==> src/rtl/hazard_stall_unit_if.sv <==
// hazard_stall_unit_if: pipeline-to-interlock signal bundle.
//   master (pipeline): drives ID/EX/MEM hazard sources, receives enables/flushes/status.
//   slave (hazard_stall_unit): the reverse.
//   ID_rs/ID_rt/ID_uses_rt/ID_branch/ID_redirect : ID-stage instruction info
//   EX_MemRead/EX_RegWrite/EX_WriteRegister      : EX-stage producer info
//   MEM_MemAccess/dmem_ready                     : data-memory handshake
//   *_Write/*_Flush                              : pipeline control
//   stall_count/mem_timeout                      : status
interface hazard_stall_unit_if #(parameter int CNT_W = 16);
   logic [4:0] ID_rs;
   logic [4:0] ID_rt;
   logic ID_uses_rt;
   logic ID_branch;
   logic ID_redirect;
   logic EX_MemRead;
   logic EX_RegWrite;
   logic [4:0] EX_WriteRegister;
   logic MEM_MemAccess;
   logic dmem_ready;
   logic PC_Write;
   logic IFID_Write;
   logic IFID_Flush;
   logic IDEX_Write;
   logic IDEX_Flush;
   logic EXMEM_Write;
   logic MEMWB_Flush;
   logic [CNT_W-1:0] stall_count;
   logic mem_timeout;
   modport master (
      output ID_rs, ID_rt, ID_uses_rt, ID_branch, ID_redirect,
      output EX_MemRead, EX_RegWrite, EX_WriteRegister, MEM_MemAccess, dmem_ready,
      input PC_Write, IFID_Write, IFID_Flush, IDEX_Write, IDEX_Flush, EXMEM_Write, MEMWB_Flush,
      input stall_count, mem_timeout
   );
   modport slave (
      input ID_rs, ID_rt, ID_uses_rt, ID_branch, ID_redirect,
      input EX_MemRead, EX_RegWrite, EX_WriteRegister, MEM_MemAccess, dmem_ready,
      output PC_Write, IFID_Write, IFID_Flush, IDEX_Write, IDEX_Flush, EXMEM_Write, MEMWB_Flush,
      output stall_count, mem_timeout
   );
endinterface

==> src/rtl/hazard_stall_unit.sv <==
// hazard_stall_unit: MIPS 5-stage interlock (load-use, ID-branch dependence, dmem wait).
//   clk   : rising-edge clock
//   reset : synchronous active-low reset
//   hz    : hazard_stall_unit_if.slave (hazard sources in, enables/flushes/status out)
module hazard_stall_unit #(
   parameter int CNT_W = 16,
   parameter int MAX_WAIT = 64
) (
   input logic clk,
   input logic reset,
   hazard_stall_unit_if.slave hz
);
   localparam int WW = $clog2(MAX_WAIT + 1);
   typedef enum logic [1:0] {RUN, MEM_WAIT, BR_LOAD2} state_t;
   state_t state;
   logic brPending;
   logic [WW-1:0] waitCnt;
   logic dep, loadUse, brAlu, freeze, bubble, hold;
   assign dep = hz.EX_WriteRegister != 5'd0 &&
                (hz.EX_WriteRegister == hz.ID_rs || (hz.ID_uses_rt && hz.EX_WriteRegister == hz.ID_rt));
   assign loadUse = hz.EX_MemRead && dep;
   assign brAlu = hz.ID_branch && hz.EX_RegWrite && !hz.EX_MemRead && dep;
   // Once waiting, only dmem_ready ends the freeze.
   assign freeze = !hz.dmem_ready && (state == MEM_WAIT || hz.MEM_MemAccess);
   // The release cycle of MEM_WAIT evaluates like RUN, so only BR_LOAD2 forces a bubble.
   assign bubble = state == BR_LOAD2 || loadUse || brAlu;
   assign hold = !reset || freeze;
   assign hz.PC_Write = !hold && !bubble;
   assign hz.IFID_Write = !hold && !bubble;
   assign hz.IDEX_Write = !hold;
   assign hz.EXMEM_Write = !hold;
   assign hz.MEMWB_Flush = hold;
   assign hz.IDEX_Flush = !reset || (!freeze && bubble);
   assign hz.IFID_Flush = !reset || (!freeze && !bubble && hz.ID_redirect);
   always_ff @(posedge clk) begin
      if (!reset) begin
         state <= RUN;
         brPending <= 1'b0;
         waitCnt <= '0;
         hz.mem_timeout <= 1'b0;
         hz.stall_count <= '0;
      end else begin
         if (!hz.PC_Write && hz.stall_count != '1) hz.stall_count <= hz.stall_count + 1'b1;
         if (freeze) begin
            state <= MEM_WAIT;
            // A wait that interrupts BR_LOAD2 owes that bubble once the wait ends.
            brPending <= state == BR_LOAD2 || (state == MEM_WAIT && brPending);
            if (waitCnt != WW'(MAX_WAIT)) waitCnt <= waitCnt + 1'b1;
            if (waitCnt >= WW'(MAX_WAIT - 1)) hz.mem_timeout <= 1'b1;
         end else begin
            waitCnt <= '0;
            brPending <= 1'b0;
            state <= (state != BR_LOAD2 && ((loadUse && hz.ID_branch) || brPending)) ? BR_LOAD2 : RUN;
         end
      end
   end
endmodule

==> src/flat_wrapper.sv <==
// flat-port wrapper written by rule: the top's interface ports become plain ports
module hazard_stall_unit_flat 
#(
   parameter int CNT_W = 16,
   parameter int MAX_WAIT = 64
)
  (clk, reset, hz_ID_rs, hz_ID_rt, hz_ID_uses_rt, hz_ID_branch, hz_ID_redirect, hz_EX_MemRead, hz_EX_RegWrite, hz_EX_WriteRegister, hz_MEM_MemAccess, hz_dmem_ready, hz_PC_Write, hz_IFID_Write, hz_IFID_Flush, hz_IDEX_Write, hz_IDEX_Flush, hz_EXMEM_Write, hz_MEMWB_Flush, hz_stall_count, hz_mem_timeout);
  hazard_stall_unit_if #(.CNT_W(CNT_W)) hz_i ();
  input logic clk;
  input logic reset;
  input wire logic [$bits(hz_i.ID_rs)-1:0] hz_ID_rs;
  input wire logic [$bits(hz_i.ID_rt)-1:0] hz_ID_rt;
  input wire logic [$bits(hz_i.ID_uses_rt)-1:0] hz_ID_uses_rt;
  input wire logic [$bits(hz_i.ID_branch)-1:0] hz_ID_branch;
  input wire logic [$bits(hz_i.ID_redirect)-1:0] hz_ID_redirect;
  input wire logic [$bits(hz_i.EX_MemRead)-1:0] hz_EX_MemRead;
  input wire logic [$bits(hz_i.EX_RegWrite)-1:0] hz_EX_RegWrite;
  input wire logic [$bits(hz_i.EX_WriteRegister)-1:0] hz_EX_WriteRegister;
  input wire logic [$bits(hz_i.MEM_MemAccess)-1:0] hz_MEM_MemAccess;
  input wire logic [$bits(hz_i.dmem_ready)-1:0] hz_dmem_ready;
  output wire logic [$bits(hz_i.PC_Write)-1:0] hz_PC_Write;
  output wire logic [$bits(hz_i.IFID_Write)-1:0] hz_IFID_Write;
  output wire logic [$bits(hz_i.IFID_Flush)-1:0] hz_IFID_Flush;
  output wire logic [$bits(hz_i.IDEX_Write)-1:0] hz_IDEX_Write;
  output wire logic [$bits(hz_i.IDEX_Flush)-1:0] hz_IDEX_Flush;
  output wire logic [$bits(hz_i.EXMEM_Write)-1:0] hz_EXMEM_Write;
  output wire logic [$bits(hz_i.MEMWB_Flush)-1:0] hz_MEMWB_Flush;
  output wire logic [$bits(hz_i.stall_count)-1:0] hz_stall_count;
  output wire logic [$bits(hz_i.mem_timeout)-1:0] hz_mem_timeout;
  assign hz_i.ID_rs = hz_ID_rs;
  assign hz_i.ID_rt = hz_ID_rt;
  assign hz_i.ID_uses_rt = hz_ID_uses_rt;
  assign hz_i.ID_branch = hz_ID_branch;
  assign hz_i.ID_redirect = hz_ID_redirect;
  assign hz_i.EX_MemRead = hz_EX_MemRead;
  assign hz_i.EX_RegWrite = hz_EX_RegWrite;
  assign hz_i.EX_WriteRegister = hz_EX_WriteRegister;
  assign hz_i.MEM_MemAccess = hz_MEM_MemAccess;
  assign hz_i.dmem_ready = hz_dmem_ready;
  assign hz_PC_Write = hz_i.PC_Write;
  assign hz_IFID_Write = hz_i.IFID_Write;
  assign hz_IFID_Flush = hz_i.IFID_Flush;
  assign hz_IDEX_Write = hz_i.IDEX_Write;
  assign hz_IDEX_Flush = hz_i.IDEX_Flush;
  assign hz_EXMEM_Write = hz_i.EXMEM_Write;
  assign hz_MEMWB_Flush = hz_i.MEMWB_Flush;
  assign hz_stall_count = hz_i.stall_count;
  assign hz_mem_timeout = hz_i.mem_timeout;
  hazard_stall_unit #(.CNT_W(CNT_W), .MAX_WAIT(MAX_WAIT)) u_core (.clk(clk), .reset(reset), .hz(hz_i));
endmodule
==> config.mk <==
export PLATFORM = sky130hd
export DESIGN_NAME = hazard_stall_unit_flat
export DESIGN_NICKNAME = d
export VERILOG_FILES = /design/src/rtl/hazard_stall_unit_if.sv /design/src/rtl/hazard_stall_unit.sv /design/src/flat_wrapper.sv
export SDC_FILE = /design/constraint.sdc
export NUM_CORES = 1
export LEC_CHECK = 0
export BUFFER_PORTS_ARGS = -buffer_cell sky130_fd_sc_hd__buf_2
export CAP_MARGIN = 10
export CORE_MARGIN = 4
export CORE_UTILIZATION = 45
export DETAILED_ROUTE_END_ITERATION = 12
export PLACE_DENSITY = 0.81
export SYNTH_ARGS = -nofsm -noshare
export SYNTH_HDL_FRONTEND = slang
export SYNTH_SLANG_ARGS = --single-unit
==> constraint.sdc <==
create_clock -name clk -period 2 [get_ports clk]
set_clock_uncertainty 0.05 [all_clocks]
set_input_delay 0.1 -clock clk [delete_from_list [all_inputs] [get_ports clk]]
set_output_delay 0.1 -clock clk [all_outputs]
set_load 0.02 [all_outputs]
==> flow_summary_export.csv <==
group,metric,value,unit
outcome,status,"finished, violations left",
outcome,violations,"hold timing",
pwr,comb_power_share,0.175,
clock_tree,cts_setup_buffers,0,
floorplanning,die-area,0.00427,mm²
pwr,power.switching,0.000265,W
floorplanning,die_x,65.4,µm
synthesis,synthTopCellsByArea,"dfxtp_1, xor2_1, a21oi_1, or4_1, o31ai_1",
clock_tree,h-tree-depth,1,
layout,multi_input_area,872,µm²
floorplanning,ios,48,
pwr,p_clk_frac,0.253,
floorplanning,placementRows,20,
layout,final.fill_count,286,
setup_path,slowest_delay,410,ps
floorplanning,initial_core_util,0.477,
clock_tree,clock-root-buffer,"clkbuf_4",
clock_tree,cts_tree,"built",
global_route,grt_pass1_wl,5590,µm
clock_tree,cts_inserted_buffers,3,
layout,nNetsFinal,260,
place,gp_congestion,0.838,
synthesis,syn_area,0.00148,mm²
timing,tns,0,ps
global_route,grt_overflow,0,
setup_path,crit_cells,6,
place,dp_hpwl,2550,µm
setup_path,r2r_slack,90,ps
clock_tree,cts_max_path_buffers,2,
worst_hold_path,holdPathEnd,"u_core.hz.stall_count[7]$_SDFFE_PN0P_",
synthesis,synth_edf_count,0,
timing,period_needed,1910,ps
detailed_routing,wl_per_cell,12.2,µm
layout,drive_above_1_share,0.306,
flow_run,drv_cap,0,
layout,regArea,543,µm²
setup_path,cp_common_cell,"and3_1",
timing,slew_headroom,0.777,
global_route,grt_pass1_vias,1300,
floorplanning,coreArea,0.00310,mm²
timing,hold_viol,1,
setup_path,slowest_stage,"dfxtp_1",
timing,finalMaxSlewViolations,0,
setup_path,cp_max_fo,5,
timing,fmax,524,MHz
timing,worstMarginPinSlew,331,ps
clock_tree,insertion_delay,340,ps
detailed_routing,vias_per_cell,5.41,
timing,whs,-1.51,ps
pwr,seq_power_share,0.572,
synthesis,ys_seq_area_frac,0.365,
synthesis,synth_area_per_cell,8.28,µm²
synthesis,synth_cells,179,
synthesis,synth.net_count,206,
floorplanning,die_y,65.4,µm
worst_hold_path,hold_start,"reset",
detailed_routing,drc,0,
setup_path,r2r-end,"u_core.hz.stall_count[13]$_SDFFE_PN0P_",
clock_tree,hold_buffers,0,
setup_path,worstReg2RegStart,"u_core.hz.stall_count[3]$_SDFFE_PN0P_",
setup_path,worst_ep_required_time,2240,ps
pwr,ir_drop,0.487,mV
pwr,intPower,0.000700,W
global_route,grt_max_degree,33,
setup_path,cp_data_arrival_time,2140,ps
detailed_routing,via_count,1493,
pwr,swShare,0.275,
clock_tree,post_cts_resized,0,
clock_tree,numClockSinks,27,
pwr,p_leak,0.792,nW
synthesis,synth_ff_type,"dfxtp_1",
place,postPlaceCellArea,0.00180,mm²
global_route,grt_usage,0.160,
synthesis,yosys_warnings,0,
timing,setup_viol,0,
detailed_routing,ant_nets,0,
layout,finalInstanceArea,0.00187,mm²
layout,num_antenna_cells,0,
place,io_buffers,47,
setup_path,crit_buf_inv,0,
synthesis,yosysUniqueCellTypes,36,
setup_path,critical-path-top-delay-family,"simple AND/OR/NAND/NOR gates",
pwr,power.density,517,mW/mm²
layout,final_cell_mix,"buf_2, dfxtp_1, nor2_1, a21oi_1",
detailed_routing,drt_first_iter_violations,86,
synthesis,async_flop_share,0,
layout,syn_to_final_growth,26.0,%
global_route,grt_antenna_before_repair,0,
worst_hold_path,hp-class,"in2reg",
worst_hold_path,holdPathStages,2,
setup_path,cp-end-kind,"flop",
synthesis,synth_seq_cells,27,
synthesis,synth_top_area_cell,"dfxtp_1",
setup_path,worstSetupPathType,"reg2reg",
setup_path,worstSetupStartpointType,"flop",
setup_path,ff2ff_path_depth,6,
setup_path,cp_cell_sequence,"and3_1, and3_1, nand2_1, or3_1, or4_1, a21oi_1",
timing,rsz0062_at_grt,"false",
timing,period_share,0.954,
synthesis,yosysTopAreaCellShare,0.365,
detailed_routing,wl,3380,µm
clock_tree,clk_pin_slew,150,ps
detailed_routing,dr.pass1.iters,4,
layout,layout_commonest_cell,"buf_2",
==> how the worst max path moves through the flow <==
stage	from	slack (ps)	end
final	u_core.hz.stall_count[3]$_SDFFE_PN0P_	90	u_core.hz.stall_count[13]$_SDFFE_PN0P_
after global routing	u_core.hz.stall_count[0]$_SDFFE_PN0P_	10	u_core.hz.stall_count[14]$_SDFFE_PN0P_
after CTS	u_core.state[0]$_SDFF_PN0_	50	hz_PC_Write
after detailed placement	hz_EX_WriteRegister[4]	1	u_core.hz.stall_count[8]$_SDFFE_PN0P_
after global placement	hz_EX_WriteRegister[4]	50	u_core.hz.stall_count[14]$_SDFFE_PN0P_
after floorplan	u_core.hz.stall_count[6]$_SDFFE_PN0P_	40	u_core.hz.stall_count[7]$_SDFFE_PN0P_
==> final cells by class <==
type,instances,share of cell area
inverters,8,0.0161
well taps,44,0.0295
multi-input cells,136,0.467
repair buffers,57,0.182
flip-flops and latches,27,0.291
clock buffers,4,0.0141
==> worst register-to-register path, delay by kind of cell (launching register included) <==
kind | cells | cell delay, ps
flops | 1 | 410
compound gates | 1 | 150
simple gates | 5 | 1240
==> flip-flops by register name, summed over array words and instances (netlist names) <==
name	count
u_core.brPending	1
u_core.hz.mem_timeout	1
u_core.hz.stall_count	16
u_core.state	2
u_core.waitCnt	7
==> cells in the mapped netlist, types with 2 or more instances <==
library cell and n:
o31ai_1 10, a21o_1 2, and3_1 4, xor2_1 13, o21a_1 2, nor4_1 3, nand2_1 9, nor2b_1 2
o21ai_0 5, a31o_2 2, dfxtp_1 27, or3_1 3, xnor2_1 3, a21oi_1 17, clkbuf_1 3, nor2_1 17
buf_4 2, or4_1 11, buf_2 2, ha_1 3, nor3_1 3, inv_1 8, nand4_1 3, nand3_1 13
==> cells by family after synthesis <==
| group | count (synthesis) | synth area share |
|---|---|---|
| simple gates | 72 | 0.264 |
| compound gates | 44 | 0.192 |
| flops | 27 | 0.365 |
| xor+xnor | 16 | 0.0946 |
| buf+inv | 16 | 0.0524 |
| fa+ha+maj | 3 | 0.0253 |
| mux | 1 | 0.00676 |
==> metrics by stage <==
stage / total power (W) / utilization / worst slack [ps] / hold WS (ps) / instances
after floorplan: 0.000658 / - / 37.8 / 168 / 179
after global placement: 0.000719 / 0.581 / 47.8 / 358 / 271
after detailed placement: 0.000722 / 0.581 / 1.36 / 362 / 271
after CTS: 0.000962 / 0.590 / 45.9 / 3.02 / 275
after global routing: 0.00101 / 0.602 / 11.9 / 11.0 / 276
final: 0.000966 / 0.602 / 91.8 / -1.51 / 276
==> power by group through the flow <==
stage                     Combinational (W)  Sequential (W)  Clock, W
after floorplan                   0.0000876        0.000571         0
after global placement             0.000155        0.000564         0
after detailed placement           0.000158        0.000564         0
after CTS                          0.000159        0.000552  0.000251
after global routing               0.000185        0.000554  0.000273
final                              0.000169        0.000552  0.000245
==> metal layers <==
| layer | wire [µm] | global-route usage | vias to the layer above |
|---|---|---|---|
| met5 | 0 | 0 | - |
| met4 | 11 | 0.0155 | 0 |
| met3 | 166 | 0.0427 | 2 |
| met1 | 1500 | 0.206 | 692 |
| li1 | - | - | 768 |
| met2 | 1700 | 0.277 | 31 |
Power figures use the tool's default switching activity.
